File: src/rtl/alu.sv
// Mic-1 datapath ALU: combinational result and N/Z status, plus N/Z flags
// registered for the microsequencer's JAMN/JAMZ branches.
module alu #(
    parameter int NBITS       = 32,
    parameter int ALU_CONTROL = 6
) (
    input  logic                   clk,
    input  logic                   rst_n,
    input  logic [NBITS-1:0]       a,
    input  logic [NBITS-1:0]       b,
    input  logic [ALU_CONTROL-1:0] ctrl,
    output logic [NBITS-1:0]       y,
    output logic                   n,
    output logic                   z,
    output logic                   n_q,
    output logic                   z_q
);

    typedef enum logic [1:0] {
        FN_AND  = 2'b00,
        FN_OR   = 2'b01,
        FN_NOTB = 2'b10,
        FN_ADD  = 2'b11
    } alu_fn_e;

    alu_fn_e          fn;
    logic             ena;
    logic             enb;
    logic             inva;
    logic             inc;
    logic [NBITS-1:0] ea;
    logic [NBITS-1:0] eb;
    logic [NBITS-1:0] xa;
    logic             n_d;
    logic             z_d;

    assign fn   = alu_fn_e'(ctrl[5:4]);
    assign ena  = ctrl[3];
    assign enb  = ctrl[2];
    assign inva = ctrl[1];
    assign inc  = ctrl[0];

    assign ea = ena  ? a   : '0;
    assign eb = enb  ? b   : '0;
    assign xa = inva ? ~ea : ea;

    // NOTE: assign a default before the case so every path drives y and no
    // latch is inferred, even if the case is later edited.
    always_comb begin
        y = '0;
        unique case (fn)
            FN_AND:  y = xa & eb;
            FN_OR:   y = xa | eb;
            FN_NOTB: y = ~eb;
            // Carry-out falls off the top; INC only matters in this mode.
            FN_ADD:  y = xa + eb + NBITS'(inc);
            default: y = '0;
        endcase
    end

    assign n = y[NBITS-1];
    assign z = (y == '0);

    assign n_d = n;
    assign z_d = z;

    // NOTE: sequential state uses non-blocking assignments so every flop
    // samples its input at the same edge regardless of statement order.
    always_ff @(posedge clk or negedge rst_n) begin
        if (!rst_n) begin
            n_q <= 1'b0;
            z_q <= 1'b0;
        end else begin
            n_q <= n_d;
            z_q <= z_d;
        end
    end

endmodule

File: config.mk
export PLATFORM = sky130hd
export DESIGN_NAME = alu
export DESIGN_NICKNAME = d
export VERILOG_FILES = /design/src/rtl/alu.sv
export SDC_FILE = /design/constraint.sdc
export NUM_CORES = 1
export LEC_CHECK = 0
export CAP_MARGIN = 20
export CORE_MARGIN = 2
export CORE_UTILIZATION = 43
export DETAILED_ROUTE_END_ITERATION = 16
export DONT_BUFFER_PORTS = 1
export PLACE_DENSITY = 0.58
export RECOVER_POWER = 25
export SLEW_MARGIN = 20
export SYNTH_ARGS = -nofsm -noshare
export SYNTH_HDL_FRONTEND = slang
export SYNTH_SLANG_ARGS = --single-unit
File: constraint.sdc
create_clock -name clk -period 5.7 [get_ports clk]
set_input_delay 0.57 -clock clk [delete_from_list [all_inputs] [get_ports clk]]
set_output_delay 0.57 -clock clk [all_outputs]
set_load 0.01 [all_outputs]
==> reports/metrics.cfg <==
[clock_tree]
clk_pin_slew_ps = 30
ctsResizeCount = 0
cts_tree = built
cts.sinks = 2
cts_buffers = 3
cts_hold_buf = 0
cts_htree_levels = 1
post_cts_buffers = 0
clockBufferDepth = 2
cts_root_buf = clkbuf_8

[drt]
routed_wirelength_mm = 11.56
drt_iter0_drc = 244
avgRoutedWirePerCell_um = 17.20
first_pass_iters = 10
antenna_left = 0
drc = 1
avgViaCountPerCell = 5.871
vias = 3945

[run_status]
status = finished, violations left
violations = DRC

[critical_path]
worstPathCellList = nand2_1 -> xnor2_1 -> inv_1 -> fa_1 -> inv_1 -> fa_1 -> a21o_2 -> a221o_2 -> and2_4 -> o21ai_1 -> or3b_1 -> xnor2_1 -> a21oi_1 -> or4_1 -> nor4_2 -> nand4bb_1 -> nor4_2
slowest_delay_ps = 670
cpLargestDelayFamily = simple AND/OR/NAND/NOR gates
crit_slowest_cell = or4_1
critPathMaxFanout = 5
worst-path-stages = 17
crit_buf_inv = 2
cp-end-kind = output pin
start_kind = primary input
path_class = primary input to output pin
required_ps = 5130
crit_arrival_ps = 4810

[layout]
final_common_cell = nand2_1
fillers = 924
drive_gt1_share_pct = 4.255
final_cell_mix = nand2_1, inv_1, ha_1, xnor2_1, a21oi_1
antenna_cells = 0
area_delta_synth_final_pct = 1.180
nets = 704
multiInputGateArea_um2 = 3425
final_util_pct = 45.08
layout.cells.non_filler = 672
seqCellArea_um2 = 50.05

[yosys]
synth_cells = 595
ys_types = 62
synth_nets = 733
synth_edf_count = 0
syn_area_um2 = 3924
ys_seq_area_share_pct = 1.276
ys.flop_type = dfrtp_1
post_synth.cell_area_avg_um2 = 6.595
yosysWarnings = 0
synth-seq-cells = 2
synthArstFlopShare_pct = 100.0

[sta]
setup_tns_ps = 0
rsz0062_at_grt = false
period_minus_slack_ps = 5384
setup_violations = 0
worst_slew_pin_slew_ps = 864.5
fin_crit_sh_pct = 94.46
max_freq_ghz = 0.1857
setup_slack_ps = 315.8
hold_slack_ps = 57.60
hold_violations = 0
slew_viol_final = 0
max_slew_margin_pct = 41.64

[placed_design]
place.gp.congestion = 0.8953
hpwlAfterDp_mm = 8.918
placed_cells = 669
dp_slack_ps = 353.6
io_buffers = 0

[floorplan]
initial_core_util_pct = 44.56
die_area_um2 = 9905
dieHeight_um = 99.53
rows = 34
die-width_um = 99.53
core_um2 = 8806
ioPinCount = 108

[global_routing]
overflow = 0
grt_pass1_wl_mm = 18.69
grt_max_degree = 62
grt_pass1_vias = 3767
track_usage_pct = 22.73
antenna_found_initial = 0

[pwr]
ir_worst_vdd_mv = 0.06690
leakage_uw = 0.001991
cellPowerDensity_nw_per_um2 = 131.5

[worst_hold_path]
min_path_type = primary input to asynchronous set/reset pin

[job]
maxCapViolations = 0

-- registers in the layout, summed over array words and instances (netlist names) --
name	count
z_q	1
n_q	1
-- routing by layer --
layer  vias to the layer above  wire length [um]  share of wire [%]  GRT usage (%)
met5                         -                 0                  0              0
met4                         0                38               0.33          2.529
met2                       126              5270                 46          37.79
met1                      1840              5515                 48          32.75
li1                       1977                 -                  -              -
met3                         2               734                6.4          2.319
-- cell usage after synthesis (all sizes together) (10+ instances only) --
library cell / n / area [um2]
a211oi: 18 / 135.1
o21ai: 33 / 165.2
nand2: 90 / 337.8
a21oi: 46 / 234.0
clkbuf: 26 / 97.59
ha: 64 / 800.8
xor2: 10 / 87.58
nor2: 34 / 130.1
a21o: 16 / 121.4
inv: 83 / 311.6
xnor2: 48 / 420.4
-- power breakdown --
part	total, uW	internal [uW]	switching, uW
Clock	55.8	44.7	11.1
Combinational	450	181	269
Sequential	16.2	15.4	0.836
Total	522	241	281
-- kinds of logic (layout without fill, tap and decap cells) --
kind of cell	Yosys count	count (layout)	synth area share [%]
mux	14	14	5.804
xor+xnor	58	58	12.95
compound gates	156	156	25.54
flops	2	2	1.276
buf+inv	118	87	11.45
fa+ha+maj	66	66	21.43
simple gates	181	181	21.56
-- final cells by class --
| cell class | instances | area share [%] |
|---|---|---|
| clock buffers | 3 | 1.040 |
| multi-input cells | 475 | 86.26 |
| repair buffers | 1 | 0.1891 |
| well taps | 108 | 3.404 |
| flip-flops and latches | 2 | 1.261 |
| inverters | 83 | 7.847 |
-- worst max path at each step --
stage	from	slack [ps]	to
after floorplan	ctrl[1]	310	z
after global placement	a[0]	450	z
after global routing	a[0]	90	z
after CTS	a[0]	330	z
final	a[0]	320	z
after detailed placement	a[0]	350	z
-- metrics by stage --
stage,area (um2),total power [uW]
3_3_place_gp,3929,456.2
6_report,3970,522.1
3_5_place_dp,3929,461.8
2_1_floorplan,3924,397.2
4_1_cts,3970,522.6
5_1_grt,3970,580.6
Note: power is estimated with default switching activity, not from simulation.
